**config.mk**
```make
export PLATFORM = sky130hd
export DESIGN_NAME = input_cmd_queue
export DESIGN_NICKNAME = d
export VERILOG_FILES = /design/src/rtl/input_cmd_queue.sv
export SDC_FILE = /design/constraint.sdc
export NUM_CORES = 1
export LEC_CHECK = 0
export CORE_ASPECT_RATIO = 1.1
export CORE_MARGIN = 4
export CORE_UTILIZATION = 35
export DETAILED_ROUTE_END_ITERATION = 8
export PLACE_DENSITY = 0.61
export SYNTH_ARGS = -nofsm -noshare
export SYNTH_HDL_FRONTEND = slang
export SYNTH_SLANG_ARGS = --single-unit
```
**constraint.sdc**
```tcl
create_clock -name clk_in -period 12.3 [get_ports clk_in]
set_input_delay 2.46 -clock clk_in [delete_from_list [all_inputs] [get_ports clk_in]]
set_output_delay 2.46 -clock clk_in [all_outputs]
set_load 0.03 [all_outputs]
```
**src/rtl/input_cmd_queue.sv**
```systemverilog
// rtl/input_cmd_queue.sv - serialises move pulses into a small show-ahead command FIFO
module input_cmd_queue #(
   parameter int DEPTH  = 4,
   parameter int DROP_W = 8
) (
   input  logic                      clk_in,
   input  logic                      reset_n_in,
   input  logic                      flush_in,
   input  logic [6:0]                pulse_in,
   input  logic                      cmd_ready_in,
   output logic                      cmd_valid_out,
   output logic [2:0]                cmd_out,
   output logic [$clog2(DEPTH):0]    count_out,
   output logic [6:0]                pending_out,
   output logic [DROP_W-1:0]         drop_count_out
);
   localparam int AW = $clog2(DEPTH);
   localparam int CW = AW + 1;

   logic [2:0]        mem_q [DEPTH];
   logic [AW-1:0]     wr_ptr_q, rd_ptr_q;
   logic [CW-1:0]     count_q;
   logic [6:0]        pending_q, pending_d;
   logic [DROP_W-1:0] drop_q, drop_d;

   logic [6:0]        eff, coal, sel;
   logic [2:0]        sel_code, n_coal;
   logic [DROP_W:0]   drop_sum;
   logic              push, pop;

   assign cmd_valid_out  = (count_q != '0);
   assign cmd_out        = cmd_valid_out ? mem_q[rd_ptr_q] : 3'd0;
   assign count_out      = count_q;
   assign pending_out    = pending_q;
   assign drop_count_out = drop_q;

   // Opposite moves cancel: LEFT and RIGHT together are discarded and never counted as drops.
   always_comb begin
      eff  = pending_q | pulse_in;
      coal = pending_q & pulse_in;
      if (eff[0] && eff[1]) begin
         eff[1:0]  = 2'b00;
         coal[1:0] = 2'b00;
      end
   end

   // Fixed priority: HARD > HOLD > ROT_CW > ROT_CCW > LEFT > RIGHT > SOFT
   always_comb begin
      sel      = 7'b0;
      sel_code = 3'd0;
      if (eff[5])      begin sel = 7'b0100000; sel_code = 3'd6; end
      else if (eff[6]) begin sel = 7'b1000000; sel_code = 3'd7; end
      else if (eff[2]) begin sel = 7'b0000100; sel_code = 3'd3; end
      else if (eff[3]) begin sel = 7'b0001000; sel_code = 3'd4; end
      else if (eff[0]) begin sel = 7'b0000001; sel_code = 3'd1; end
      else if (eff[1]) begin sel = 7'b0000010; sel_code = 3'd2; end
      else if (eff[4]) begin sel = 7'b0010000; sel_code = 3'd5; end
   end

   assign pop       = cmd_valid_out & cmd_ready_in;
   assign push      = (eff != 7'b0) & ((count_q < CW'(DEPTH)) | pop);
   assign pending_d = push ? (eff & ~sel) : eff;

   always_comb begin
      n_coal = 3'd0;
      for (int i = 0; i < 7; i++) begin
         n_coal = n_coal + {2'b00, coal[i]};
      end
      drop_sum = {1'b0, drop_q} + (DROP_W+1)'(n_coal);
      if (drop_sum > {1'b0, {DROP_W{1'b1}}}) begin
         drop_d = {DROP_W{1'b1}};
      end else begin
         drop_d = drop_sum[DROP_W-1:0];
      end
   end

   always_ff @(posedge clk_in or negedge reset_n_in) begin
      if (!reset_n_in) begin
         for (int i = 0; i < DEPTH; i++) begin
            mem_q[i] <= 3'd0;
         end
         wr_ptr_q  <= '0;
         rd_ptr_q  <= '0;
         count_q   <= '0;
         pending_q <= 7'b0;
         drop_q    <= '0;
      end else if (flush_in) begin
         wr_ptr_q  <= '0;
         rd_ptr_q  <= '0;
         count_q   <= '0;
         pending_q <= 7'b0;
      end else begin
         if (push) begin
            mem_q[wr_ptr_q] <= sel_code;
            wr_ptr_q        <= wr_ptr_q + AW'(1);
         end
         if (pop) begin
            rd_ptr_q <= rd_ptr_q + AW'(1);
         end
         if (push && !pop) begin
            count_q <= count_q + CW'(1);
         end else if (pop && !push) begin
            count_q <= count_q - CW'(1);
         end
         pending_q <= pending_d;
         drop_q    <= drop_d;
      end
   end
endmodule

```
# Word level (Yosys, flattened, before mapping)
# Index checks and enable logic that the tools add are counted.
# W data, S select, Z words.
word_totals:
  reg_bits: 34
  inputBits: 11
  word_cells: 80
classes:
  addsub: 11
  n_lt_le_gt_ge: 5
  n_mux: 33
  n_bitwise: 10
  reduce_logical: 12
op_table:
  columns: ["op", "n"]
  rows:
  - ["$mux W3", 14]
  - ["$mux W7", 4]
  - ["$mux W5", 5]
  - ["$and A7 B7 Y7", 2]
  - ["$add A3 B1 Y3", 4]
  - ["$bwmux W12", 1]
  - ["$mux W2", 6]
  - ["$add A8 B3 Y9", 1]
  - ["$gt A9 B8 Y1 const B", 1]
  - ["$mux W8", 1]
  - ["$not A7 Y7", 1]
  - ["$or A7 B7 Y7", 1]
  - ["$reduce_bool A7 Y1", 1]
  - ["$bmux W3 S2", 1]
  - ["$demux W3 S2", 1]
  - ["$ge A3 B3 Y1 const B", 2]
  - ["$not A2 Y3", 2]
  - ["$reduce_bool A3 Y1", 2]
  - ["$add A2 B1 Y2 const B", 2]
  - ["$logic_and A1 B1 Y1", 4]
  - ["$reduce_bool A2 Y1", 2]
  - ["$add A2 B1 Y3", 1]
  - ["$add A3 B1 Y3 const B", 1]
  - ["$lt A3 B1 Y1 const B", 1]
  - ["other kinds (8)", 10]

# Depth between registers and ports, before layout
# Gate-level depths: netlist (run 1).
logic_depth:
  ltp_word: 13
  mapped_depth: 15
  ltp_nobuf: 15

# Worst setup path before layout (run 1)
# OpenSTA, ideal clock, no wires.
synth_timing:
  kind: "input -> register"
  start: "input pulse_in[1]"
  end: "register drop_q[0], in the netlist drop_count_out[0]"
  arrival_time_ns: 5.933
  path_slack_ns: 6.230
  stages: 14
  path_buffers: 0
  path_cell_list: "or2_2 -> ha_1 -> nor2_1 -> fa_1 -> inv_1 -> fa_1 -> inv_1 -> fa_1 -> ha_1 -> fa_1 -> a211oi_1 -> nor3_1 -> or2_2 -> a2bb2oi_1"
synth_between:
  elab_chain_len: 12
  elab_cells_between_ends: 13
  classes_between: "7 x add/sub; 1 x order compare; 2 x mux; 2 x bitwise; 1 x reduce/logical"
synth_rtl:
  columns: ["element", "line", "rtl"]
  rows:
  - ["start, declared", "9", "input logic [6:0] pulse_in,"]
  - ["$or A7 B7 Y7", "39", "eff = pending_q | pulse_in;"]
  - ["$logic_and A1 B1 Y1", "41", "if (eff[0] && eff[1]) begin"]
  - ["$mux W2 (*)", "41", null]
  - ["$add A1 B1 Y2 (*)", "67", "n_coal = n_coal + {2'b00, coal[i]};"]
  - ["$add A2 B1 Y3 (*)", "67", null]
  - ["$add A3 B1 Y3 (*) (4 in series)", "67", null]
  - ["$add A8 B3 Y9 (*)", "69", "drop_sum = {1'b0, drop_q} + (DROP_W+1)'(n_coal);"]
  - ["$gt A9 B8 Y1", "70", "if (drop_sum > {1'b0, {DROP_W{1'b1}}}) begin"]
  - ["$mux W8 (*)", "70", null]
  - ["end signal, assigned", "106", "drop_q <= drop_d;"]
  - ["end, declared", "24", "logic [DROP_W-1:0] drop_q, drop_d;"]
# Every way passes the cells marked *; elsewhere a longest branch is shown, timed or not.
# A chain may end at the register's enable or synchronous reset.

# Worst setup path in the final report (run 1)
layout_timing:
  start: "input pulse_in[1]"
  end: "register drop_q[1], in the netlist drop_count_out[1]"
# Same word-level chain as after synthesis.

==> results of run 1 <==
## layout by cell type (no fill, tap or decap), types with 2 or more instances in the layout
cell / n
sky130_fd_sc_hd__dfrtp_1: 34
sky130_fd_sc_hd__clkdlybuf4s50_1: 32
sky130_fd_sc_hd__nor2_1: 22
sky130_fd_sc_hd__mux2_2: 15
sky130_fd_sc_hd__ha_1: 14
sky130_fd_sc_hd__inv_1: 12
sky130_fd_sc_hd__nand2_1: 9
sky130_fd_sc_hd__nor2b_1: 7
sky130_fd_sc_hd__a21oi_1: 5
sky130_fd_sc_hd__fa_1: 5
sky130_fd_sc_hd__clkbuf_8: 5
sky130_fd_sc_hd__nor3_1: 4
sky130_fd_sc_hd__o21ai_0: 4
sky130_fd_sc_hd__and2_1: 3
sky130_fd_sc_hd__a211oi_1: 3
sky130_fd_sc_hd__nor3b_1: 3
sky130_fd_sc_hd__mux4_2: 3
sky130_fd_sc_hd__a21o_1: 3
sky130_fd_sc_hd__nand3b_1: 3
sky130_fd_sc_hd__xnor2_1: 3
sky130_fd_sc_hd__or2_2: 2
sky130_fd_sc_hd__o31a_1: 2
sky130_fd_sc_hd__a311oi_1: 2
sky130_fd_sc_hd__xor2_1: 2
sky130_fd_sc_hd__nand4_1: 2
sky130_fd_sc_hd__nand3_1: 2
sky130_fd_sc_hd__a2bb2oi_1: 2
sky130_fd_sc_hd__nand3b_2: 2
sky130_fd_sc_hd__mux2i_1: 2
sky130_fd_sc_hd__mux2_1: 2
sky130_fd_sc_hd__bufinv_16: 2
sky130_fd_sc_hd__buf_4: 2
## layout make-up
| cell class | instances | area, µm² |
|---|---|---|
| sequential | 34 | 851 |
| multi-input combinational | 138 | 1160 |
| clock buffer | 5 | 68.8 |
| clock inverter | 3 | 68.8 |
| inverter | 12 | 45.0 |
| tap | 77 | 96.3 |
| timing repair buffer | 34 | 335 |
| fill | 538 | 3140 |
## flip-flops by register name (all words and copies together) (netlist names)
name / flops
mem_q: 12
count_out: 3
pending_out: 7
wr_ptr_q: 2
rd_ptr_q: 2
drop_count_out: 8
## cell families (layout without fill, tap and decap cells)
kind of cell / after synthesis / after routing / share of synthesized area, %
buffers and inverters: 17 / 54 / 3.42
multiplexers: 22 / 22 / 13.4
adder cells (fa/ha/maj): 19 / 19 / 13.2
AO/OA/AOI/OAI: 28 / 28 / 10.2
AND/OR/NAND/NOR: 64 / 64 / 17.0
XOR/XNOR: 5 / 5 / 2.10
flip-flops: 34 / 34 / 40.8
## where the power goes
| group | internal, mW | leakage [nW] | switching, mW | total [mW] |
|---|---|---|---|---|
| registers | 0.150 | 0.407 | 0.0342 | 0.184 |
| logic | 0.133 | 0.647 | 0.146 | 0.279 |
| clock network | 0.0812 | 0.0683 | 0.0422 | 0.123 |
## worst max-delay path, stage by stage
cell,delay [ps]
sky130_fd_sc_hd__clkdlybuf4s50_1,410
sky130_fd_sc_hd__or2_2,330
sky130_fd_sc_hd__ha_1,200
sky130_fd_sc_hd__nor2_1,150
sky130_fd_sc_hd__fa_1,430
sky130_fd_sc_hd__inv_1,90
sky130_fd_sc_hd__fa_1,390
sky130_fd_sc_hd__inv_1,90
sky130_fd_sc_hd__fa_1,390
sky130_fd_sc_hd__ha_1,250
sky130_fd_sc_hd__fa_1,430
sky130_fd_sc_hd__a211oi_1,370
sky130_fd_sc_hd__nor3_1,130
sky130_fd_sc_hd__or2_2,300
sky130_fd_sc_hd__a2bb2oi_1,130
## routing by layer
layer,part of all wire (%),vias to the layer above,GRT usage (%)
met2,50,22,21.9
met3,3.3,5,2.92
met5,0,-,0
met4,1.2,0,3.63
li1,-,739,-
met1,45,714,15.3
## stage by stage
stage	hold slack, ps	setup WS, ps	cell area (µm²)	power, mW
final	504	5910	2630	0.586
after floorplan	474	6230	2090	0.375
after global placement	482	5640	2490	0.464
after CTS	510	5910	2630	0.596
after detailed placement	492	5630	2490	0.466
after global routing	516	5670	2630	0.632
## worst max-delay path by stage
stage | endpoint | slack (ps) | from | cells after the start
after floorplan | drop_count_out[0]$_DFFE_PN0N_ | 6230 | pulse_in[1] | 14
after global placement | drop_count_out[1]$_DFFE_PN0N_ | 5640 | pulse_in[1] | 15
after detailed placement | drop_count_out[1]$_DFFE_PN0N_ | 5630 | pulse_in[1] | 15
after CTS | drop_count_out[1]$_DFFE_PN0N_ | 5910 | pulse_in[1] | 15
after global routing | drop_count_out[1]$_DFFE_PN0N_ | 5670 | pulse_in[0] | 16
final | drop_count_out[1]$_DFFE_PN0N_ | 5910 | pulse_in[1] | 15
==> results.md, run 1 <==
- Endpoints failing setup: 0
- Hold Crit Class: flip-flop to flip-flop
- First-pass GRT wire length: 6940 µm
- Detailed-route via count: 1480
- Max Slew Vio Count: 0
- Number of cells on the worst hold path: 1
- WS Path Type: primary input to flip-flop
- Number of clock buffers inserted by TritonCTS: 5
- Grt total ovfl: 0
- Startpoint of the tightest hold check path: mem_q[4]$_DFFE_PN0P_
- Clock transition at the registers of the reported paths: 70 ps
- Post-synthesis sequential area ratio: 40.8%
- Most area-hungry cell type in the Yosys netlist: sky130_fd_sc_hd__dfrtp_1
- Post-layout instance count excluding filler cells: 303
- Post-synth top area share: 40.8%
- Final worst clock skew: 8.24 ps
- Reg-to-reg startpoint: pending_out[1]$_DFF_PN0_
- Total nets after synthesis: 219
- Tot GR Track Use: 12.5%
- Hold Crit Endpoint: mem_q[4]$_DFFE_PN0P_
- Routed wire length: 4130 µm
- Startpoint type of the worst setup path: primary input
- Final Net Count: 255
- Commonest register cell after synthesis: sky130_fd_sc_hd__dfrtp_1
- Required time reported for the critical path endpoint: 12460 ps
- Initial antenna violation count: 0
- Width of the chip: 81.6 µm
- Unrepaired setup endpoints after global routing: false
- Max clock buf depth: 2
- Initial standard-cell utilization of the core: 36.2%
- Number of sinks handled by clock tree synthesis: 34
- Period utilisation layout: 51.9%
- Number of nets with antenna violations after detailed routing: 0
- Fmax: 157 MHz
- Total iterations of the first detailed-routing run: 4
- # Max-Cap Violations: 0
- Reg2reg setup slack: 8120 ps
- Count of mapped cells out of synthesis: 189
- Run status: finished clean
- Signal arrival time at the worst endpoint: 6550 ps
- Average footprint of a synthesized cell: 11.0 µm²
- P_leak: 1.12 nW
- Number of placed instances with taps included: 295
- Vias in the first global route: 1470
- Area of the core region: 5770 µm²
- Synth top cells by count: sky130_fd_sc_hd__dfrtp_1, sky130_fd_sc_hd__nor2_1, sky130_fd_sc_hd__mux2_2
- Insertion delay of the later-clocked pin in the worst-skew pair: 280 ps
- WL/cell: 13.6 µm
- Worst reg2reg endpoint: drop_count_out[1]$_DFFE_PN0N_
- Average vias per placed instance: 4.88
- Share of post-route cells with drive strength above 1: 16.4%
- Drc violations: 0
- Hold violation total from the final report: 0
- Post-synthesis register bit count: 34
- Synth warn: 0
- Endpoint type of the worst setup path: flip-flop
- Slew Limit Headroom: 56.3%
- Clock tree from TritonCTS: built
- RD Place Congestion: 0.764
- Detailed placer's ending HPWL: 3080 µm
- Die Outline Area: 7260 µm²
- Worst-case reg-to-reg path depth: 14
- H-tree levels: 2
- DR iter-0 viols: 41
- Measured slew at the worst slew-check pin: 655 ps
- Quantity of gates resized following cts: 0
- Netlist Area Pre-Place: 2090 µm²
- Largest net degree at the start of global routing: 35
- Std-Cell Rows: 29
- Number of input and output port buffers inserted: 32
- Number of top-level design ports: 33
- Post-layout utilization of the core: 45.6%
- Fraction of registers with async set or reset after synthesis: 100%
- Post-CTS setup repair buffer count: 0
- Largest fanout of any net on the critical path: 3
- Aggregate negative setup slack: 0 ps
- Pwr Density: 223 nW/µm²
- Worst ir drop on vdd: 0.0805 mV
- Top post-synthesis cells by area: sky130_fd_sc_hd__dfrtp_1, sky130_fd_sc_hd__ha_1, sky130_fd_sc_hd__mux2_2, sky130_fd_sc_hd__fa_1, sky130_fd_sc_hd__nor2_1
- Most frequent cell after synthesis: sky130_fd_sc_hd__dfrtp_1
- Count of hold-fix buffers inserted at cts: 0
- Minimum clock period: 6390 ps
- Chip height: 89.0 µm
- Synth unique cells: 42
- Clock root buffer master: sky130_fd_sc_hd__clkbuf_8
- Area growth, synth to finish: 26.0%
- EDFF count, synth: 0
- Number of antenna diodes: 0
No activity file was read; power rests on OpenSTA's default activity.
==> run 2, diff against run 1 <==
Clock period 12.3 ns to 6.45 ns, I/O delays scaled along.
==> run 2 against run 1 <==
Design area stayed put. Sequential power grew 90%. First-iteration DRC count is 39% lower. Utilization unchanged. Count of clock-buffer cells in the layout did not move.
==> results.md, run 2 (same netlist as run 1, synthesis figures left out) <==
- Leading cell type in the layout, fill and taps excluded: sky130_fd_sc_hd__dfrtp_1
- WL/cell: 13.2 µm
- Drc violations: 0
- Routed wire length: 4010 µm
- H-tree levels: 2
- Tot GR Track Use: 12.0%
- Share of post-route cells with drive strength above 1: 16.4%
- Std-Cell Rows: 29
- Max reg flops: 12
- Pwr Density: 423 nW/µm²
- Detailed-route via count: 1470
- Chip height: 89.0 µm
- Insertion delay of the later-clocked pin in the worst-skew pair: 280 ps
- Largest fanout of any net on the critical path: 3
- Width of the chip: 81.6 µm
- Area growth, synth to finish: 26.0%
- Grt total ovfl: 0
- P_leak: 1.12 nW
- Number of placed instances with taps included: 295
- Total iterations of the first detailed-routing run: 4
- Startpoint of the tightest hold check path: mem_q[4]$_DFFE_PN0P_
- Signal arrival time at the worst endpoint: 5350 ps
- Number of clock buffers inserted by TritonCTS: 5
- Aggregate negative setup slack: 0 ps
- Clock transition at the registers of the reported paths: 70 ps
- Final worst clock skew: 5.76 ps
- Clock tree from TritonCTS: built
- Largest net degree at the start of global routing: 35
- Initial standard-cell utilization of the core: 36.2%
- Slew Limit Headroom: 56.5%
- Vias in the first global route: 1454
- Endpoint type of the worst setup path: flip-flop
- Run status: finished clean
- Pre-CTS setup slack: 957 ps
- Clock root buffer master: sky130_fd_sc_hd__clkbuf_8
- Max Slew Vio Count: 0
- Hold Crit Class: flip-flop to flip-flop
- Slowest cell on crit path: sky130_fd_sc_hd__fa_1
- Max clock buf depth: 2
- First-pass GRT wire length: 6750 µm
- Count of hold-fix buffers inserted at cts: 0
- Reg-to-reg startpoint: pending_out[1]$_DFF_PN0_
- RD Place Congestion: 0.764
- Post-CTS setup repair buffer count: 0
- CP peak stage delay: 430 ps
- Total of fill cells in the finished design: 544
- Average vias per placed instance: 4.85
- Startpoint type of the worst setup path: primary input
- Hold violation total from the final report: 0
- Post-route setup slack: 1260 ps
- DR iter-0 viols: 25
- Critical Path Source: pulse_in[1]
- Number of top-level design ports: 33
- Reg with most FFs: mem_q
- Die Outline Area: 7260 µm²
- Sequential cell area: 851 µm²
- Measured slew at the worst slew-check pin: 653 ps
- Final Net Count: 255
- Minimum clock period: 5190 ps
- Detailed placer's ending HPWL: 3030 µm
- Initial antenna violation count: 0
- Number of input and output port buffers inserted: 32
- Commonest non-fill, non-tap cells in the layout: sky130_fd_sc_hd__dfrtp_1, sky130_fd_sc_hd__clkdlybuf4s50_1, sky130_fd_sc_hd__nor2_1, sky130_fd_sc_hd__mux2_2, sky130_fd_sc_hd__ha_1
- Quantity of gates resized following cts: 0
- Number of nets with antenna violations after detailed routing: 0
- # Max-Cap Violations: 0
- Fmax: 193 MHz
- Unrepaired setup endpoints after global routing: false
- Required time reported for the critical path endpoint: 6610 ps
- Area of the core region: 5770 µm²
- Worst-path cell chain: clkdlybuf4s50_1 > or2_2 > ha_1 > nor2_1 > fa_1 > inv_1 > fa_1 > inv_1 > fa_1 > ha_1 > fa_1 > a211oi_1 > nor3_1 > or2_2 > a2bb2oi_1
- Area taken by multi-input logic gates: 1160 µm²
- Worst ir drop on vdd: 0.152 mV
- Number of antenna diodes: 0
- Most frequent cell on the critical path: sky130_fd_sc_hd__fa_1
- WS Path Type: primary input to flip-flop
- Number of sinks handled by clock tree synthesis: 34
- Period utilisation layout: 80.4%
- Post-layout instance count excluding filler cells: 303
- Endpoints failing setup: 0
-- run 2: path summary, 6_finish.rpt --
path	end	slack [ps]	cells past startpoint
worst max-delay path	drop_count_out[0]$_DFFE_PN0N_	1260	15
worst min-delay path	mem_q[4]$_DFFE_PN0P_	510	1
worst max register to register	drop_count_out[0]$_DFFE_PN0N_	2310	14
worst min register to register	mem_q[4]$_DFFE_PN0P_	510	1
max in group asynchronous	drop_count_out[4]$_DFFE_PN0N_	4710	2
min in group asynchronous	pending_out[0]$_DFF_PN0_	1410	2
-- run 2: final cells by class --
| cell class | count | area share (%) |
|---|---|---|
| well taps | 77 | 3.66 |
| multi-input cells | 138 | 44.3 |
| clock inverters | 3 | 2.62 |
| flip-flops and latches | 34 | 32.4 |
| clock buffers | 5 | 2.62 |
| inverters | 12 | 1.71 |
| repair buffers | 34 | 12.7 |
-- run 2: routing by layer --
| layer | track usage, % | wire length (µm) | vias up | share of wire [%] |
|---|---|---|---|---|
| li1 | - | - | 743 | - |
| met5 | 0 | 0 | - | 0 |
| met4 | 4.08 | 72 | 0 | 1.8 |
| met2 | 20.1 | 1910 | 22 | 48 |
| met1 | 15.5 | 1900 | 700 | 47 |
| met3 | 2.42 | 126 | 5 | 3.1 |
-- run 2: report_power, final --
part | switching, mW | internal [mW]
clock | 0.0805 | 0.155
combinational | 0.274 | 0.252
sequential | 0.0646 | 0.285
total | 0.419 | 0.692
-- run 2: per-stage QoR --
stage	power (mW)	util [%]	hold slack (ps)	area, µm²
floorplan	0.716	-	474	2090
global placement	0.885	43.2	482	2490
detailed placement	0.888	43.2	492	2490
CTS	1.13	45.6	511	2630
global route	1.20	45.6	527	2630
finish	1.11	45.6	505	2630
-- run 2: worst max-delay path, delay by kind of cell --
family	cells	cell delay [ps]
adder cells (fa/ha/maj)	6	2080
AND/OR/NAND/NOR	4	910
buffers and inverters	3	590
AO/OA/AOI/OAI	2	500
